File: config.mk
export PLATFORM = sky130hd
export DESIGN_NAME = cipher_round_sequencer
export DESIGN_NICKNAME = d
export VERILOG_FILES = /design/src/rtl/cipher_round_sequencer.sv
export SDC_FILE = /design/constraint.sdc
export NUM_CORES = 1
export LEC_CHECK = 0
export CORE_MARGIN = 8
export CORE_UTILIZATION = 43
export DETAILED_ROUTE_END_ITERATION = 6
export PLACE_DENSITY = 0.74
export SLEW_MARGIN = 10
export SYNTH_ARGS = -nofsm -noshare
export SYNTH_HDL_FRONTEND = slang
export SYNTH_SLANG_ARGS = --single-unit
File: constraint.sdc
create_clock -name clk -period 1.4 [get_ports clk]
set_input_delay 0.28 -clock clk [delete_from_list [all_inputs] [get_ports clk]]
set_output_delay 0.28 -clock clk [all_outputs]
set_load 0.01 [all_outputs]
File: src/rtl/cipher_round_sequencer.sv
`default_nettype none
// ============================================================================
// Module   : cipher_round_sequencer
// Purpose  : Walks one block through an iterative cipher core, one round per
//            clock. Issues the block-load strobe, per-round enables, the
//            round-key address (forward for encrypt, reverse for decrypt),
//            the final-round flag and the completion pulse toward the MCU.
//            Counts completed blocks.
// Optional : ROUND_STALL_EN adds input round_stall. It freezes ROUND/FINAL
//            progress while high.
// Ports    : clk, n_reset (async, active-low)
//            key_ready, is_encrypt, blk_valid, tx_full, abort   (inputs)
//            round_stall                          (only with ROUND_STALL_EN)
//            accepted, load_block, round_en, final_round,
//            round_key_addr[KEY_ADDR_W-1:0], data_done, busy,
//            blk_count[CNT_W-1:0]                               (outputs)
// Revision : 1.0 - initial release
// ============================================================================
module cipher_round_sequencer #(
  parameter int NUM_ROUNDS = 16,
  parameter int KEY_ADDR_W = 4,
  parameter int CNT_W      = 16
) (
  input  logic                  clk,
  input  logic                  n_reset,
  input  logic                  key_ready,
  input  logic                  is_encrypt,
  input  logic                  blk_valid,
  input  logic                  tx_full,
  input  logic                  abort,
`ifdef ROUND_STALL_EN
  input  logic                  round_stall,
`endif
  output logic                  accepted,
  output logic                  load_block,
  output logic                  round_en,
  output logic                  final_round,
  output logic [KEY_ADDR_W-1:0] round_key_addr,
  output logic                  data_done,
  output logic                  busy,
  output logic [CNT_W-1:0]      blk_count
);

  typedef enum logic [2:0] {
    S_IDLE    = 3'd0,
    S_LOAD    = 3'd1,
    S_ROUND   = 3'd2,
    S_FINAL   = 3'd3,
    S_WAIT_TX = 3'd4,
    S_DONE    = 3'd5
  } state_t;

  // Round counter values: the last ROUND cycle and the FINAL cycle.
  localparam logic [KEY_ADDR_W-1:0] PENULT_CNT = KEY_ADDR_W'(NUM_ROUNDS - 2);
  localparam logic [KEY_ADDR_W-1:0] LAST_CNT   = KEY_ADDR_W'(NUM_ROUNDS - 1);

  state_t                  state_q, state_d;
  logic [KEY_ADDR_W-1:0]   rnd_cnt_q, rnd_cnt_d;
  logic                    dir_q, dir_d;
  logic [CNT_W-1:0]        blk_count_q, blk_count_d;
  logic                    stall;

`ifdef ROUND_STALL_EN
  assign stall = round_stall;
`else
  assign stall = 1'b0;
`endif

  always_ff @(posedge clk or negedge n_reset) begin
    if (!n_reset) begin
      state_q     <= S_IDLE;
      rnd_cnt_q   <= '0;
      dir_q       <= 1'b1;
      blk_count_q <= '0;
    end else begin
      state_q     <= state_d;
      rnd_cnt_q   <= rnd_cnt_d;
      dir_q       <= dir_d;
      blk_count_q <= blk_count_d;
    end
  end

  always_comb begin
    // Next-state defaults: hold everything.
    state_d     = state_q;
    rnd_cnt_d   = rnd_cnt_q;
    dir_d       = dir_q;
    blk_count_d = blk_count_q;

    // Abort wins over every transition except from IDLE, where it is ignored
    // and also blocks acceptance (no IDLE->LOAD this cycle).
    if (abort) begin
      state_d   = S_IDLE;
      if (state_q != S_IDLE) begin
        rnd_cnt_d = '0;
      end
    end else begin
      unique case (state_q)
        S_IDLE: begin
          if (blk_valid && key_ready) begin
            state_d = S_LOAD;
          end
        end
        S_LOAD: begin
          dir_d     = is_encrypt;
          rnd_cnt_d = '0;
          state_d   = S_ROUND;
        end
        S_ROUND: begin
          if (!stall) begin
            rnd_cnt_d = rnd_cnt_q + 1'b1;
            if (rnd_cnt_q == PENULT_CNT) begin
              state_d = S_FINAL;
            end
          end
        end
        S_FINAL: begin
          if (!stall) begin
            state_d = S_WAIT_TX;
          end
        end
        S_WAIT_TX: begin
          if (!tx_full) begin
            state_d = S_DONE;
          end
        end
        S_DONE: begin
          blk_count_d = blk_count_q + 1'b1;
          state_d     = S_IDLE;
        end
        default: begin
          state_d = S_IDLE;
        end
      endcase
    end

    // Outputs decode registered state only; the optional stall input is the
    // one deliberate exception, gating the round strobes in the same cycle.
    accepted       = (state_q == S_LOAD);
    load_block     = (state_q == S_LOAD);
    round_en       = ((state_q == S_ROUND) || (state_q == S_FINAL)) && !stall;
    final_round    = (state_q == S_FINAL) && !stall;
    data_done      = (state_q == S_DONE);
    busy           = (state_q != S_IDLE);
    blk_count      = blk_count_q;
    round_key_addr = '0;
    if ((state_q == S_ROUND) || (state_q == S_FINAL)) begin
      round_key_addr = dir_q ? rnd_cnt_q : (LAST_CNT - rnd_cnt_q);
    end
  end

endmodule
`default_nettype wire

==> run metrics <==
multiplexer area fraction after synthesis 0.0174; Final Non-Filler Cells 237; Worst Hold Margin 0.298 ns; Routability Congestion 0.856; largest family of logic cells by synthesized area simple AND/OR/NAND/NOR gates; part of the cycle the worst path needs 1.18; RSZ-0062 raised after global routing true; die area 5020 sq um; H-tree depth 1; DR vias 1,238; WL final 3590 microns; Slowest-stage cell, CP dfrtp_1; drt first pass iters 4; # fillers 212; GR Overflow Total 0; ant diodes 0; Syn. warnings 0; CORE AREA 2950 sq um; initial antenna violation count 0; DP Wirelength 2400 microns; die width 70.8 microns; CP Cell Sequence buf_6 -> or3_1 -> buf_2; Syn Area/Cell 10.1 sq um; met1 wire length 1430 microns; nature of the critical path endpoint output pin; total CTS buffers 3; Largest stage delay, worst path 0.42 ns; final core utilization 0.723; CTS tree yes; Synth top area share 0.445; # rows 20; Area after DPL 1870 sq um; remaining antenna violation count 0; Post-Synth Adder-Cell Area 0.0290; GRT Total Usage 0.141; most common cell in the netlist dfrtp_1; I/O Pins 33; clk slew on worst S/H paths 0.14 ns; I/O Buffers 32; failing checks setup timing; status finished, violations left; VDD IR-drop max 593 uV; Area contributors post-synth dfrtp_1 (45%), xnor2_1 (7.5%), xor2_1 (6.1%), ha_1 (2.9%), a21oi_1 (2.7%); routed wl met2 1870 microns; multi-input logic area 787 sq um; Cell Area, Synth 1290 sq um; Post-synth EDFFs 0; DRC errors left 0; LEAKAGE 1.13 nW; max-cap viol count 0; Initial DRC Count 62; Placed Cells 218; post-synthesis cell count 128; Worst-Skew Late Latency 0.31 ns; #FFs+latches synth 24; Rel. slew slack 0.819; Clock Path Buffers 2; Slew @ Worst Pin 0.271 ns; worst path arrival time 1.37 ns; Worst Setup Slack, final -0.253 ns; Syn-to-layout area delta 65.2%; post-synthesis sequential area ratio 0.466; layout cells sized above 1 0.490; Post-synth top cells dfrtp_1 (23), xnor2_1 (11), nor2_1 (9), xor2_1 (9), nand2_1 (8); Worst Path Required 1.12 ns; CP Class reg2out; CP Max Fanout 5; final setup fails 16; Pwr Density 800 nW/um^2; via/cell ratio 5.22; # hold bufs at CTS 0; syn_nets 138; XOR/XNOR Fraction of Synth Area 0.136; Yosys cell types 38; first-pass GRT wire length 5970 microns; Die Y 70.8 microns; Post-Synth Simple-Gate Area 0.235; uppermost routed layer met4; Final Net Count 215; fin area 2140 sq um; via count of the first global-routing pass 1,361; Reg area 607 sq um; Hold Crit Class in2async; Final min period 1.65 ns; pre-CTS setup slack -0.450 ns; Max Fclk 605 MHz; Yosys top cell by area dfrtp_1; CTS Root Cell clkbuf_4; Synth Area in Compound Gates 0.0745; max-slew violation count 0; Synth Flop Type dfrtp_1; Sink Count 24; Final Hold Viols 0; largest net degree at the start of global routing 25; routed length on met3 251 microns; Initial Util 0.438; Clock Skews 0.00194 ns; DR WL/cell 15.1 microns; Async SR Flop Fraction 1.00; CP startpoint kind flip-flop
-- power by group --
part	internal (mW)	switching, mW	total (mW)
clock network	0.159	0.213	0.372
registers	0.751	0.0602	0.811
logic	0.288	0.238	0.526
total	1.20	0.512	1.71
-- metal layers --
layer,global-route usage,vias up
met1,0.167,590
met2,0.247,49
met4,0.0323,0
met5,0,-
li1,-,595
met3,0.0381,4
-- registers in the layout, indices dropped and copies added (netlist names) --
| register | count |
|---|---|
| blk_count | 16 |
| dir_q | 1 |
| rnd_cnt_q | 4 |
| state_q | 3 |
-- placed cells by master (no fill, tap or decap), types with 5 or more instances in the layout --
master,synthesis,final
buf_4,1,37
a21oi_1,7,7
xnor2_1,11,9
dfrtp_1,23,19
buf_6,0,12
clkbuf_2,0,6
nand2_1,8,7
dlygate4sd2_1,0,10
buf_2,2,7
clkdlybuf4s50_1,0,5
nor2_1,9,7
xor2_1,9,9
-- stage by stage --
| step | power, mW | TNS, ns |
|---|---|---|
| floorplan | 1.05 | -0.144 |
| global placement | 1.28 | -6.21 |
| detailed placement | 1.29 | -7.33 |
| CTS | 1.67 | -1.95 |
| global route | 1.80 | -3.53 |
| finish | 1.71 | -2.09 |
-- critical path, delay by kind of cell (launching register included) --
family / cells / cell delay, ns
AND/OR/NAND/NOR: 1 / 0.35
flip-flops: 1 / 0.42
buffers and inverters: 2 / 0.29
-- area by class of cell --
class,count,share of cell area
multi-input combinational,91,0.368
timing repair buffer,78,0.298
sequential,24,0.284
tap,33,0.0193
clock buffer,4,0.0170
inverter,7,0.0135
-- worst paths after layout --
kind | slack, ns | from | end | depth (start not counted)
max in group asynchronous | 0.88 | n_reset | dir_q | 2
hold / removal | 0.30 | n_reset | blk_count[5] | 2
setup reg to reg | -0.14 | blk_count[7] | blk_count[15] | 5
setup / recovery | -0.25 | state_q[2] | busy | 3
hold reg to reg | 0.48 | blk_count[15] | blk_count[15] | 1
min in group clk | 0.48 | blk_count[15] | blk_count[15] | 1
-- kinds of logic after synthesis --
kind of cell               count (synthesis)
AOI/OAI and AO/OA                         16
and+or+nand+nor                           50
buffers and inverters                     13
DFF                                       24
xor gates and xnor gates                  20
muxes                                      2
adders and majority gates                  3
-- what timing repair did --
item	in CTS	in global routing
pin swaps	14	14
setup endpoints to repair	40	32
setup buffers	14	1
cloned	0	0
resized for setup	93	30
endpoints found under the hold margin	0	0
Power figures use the tool's default switching activity.
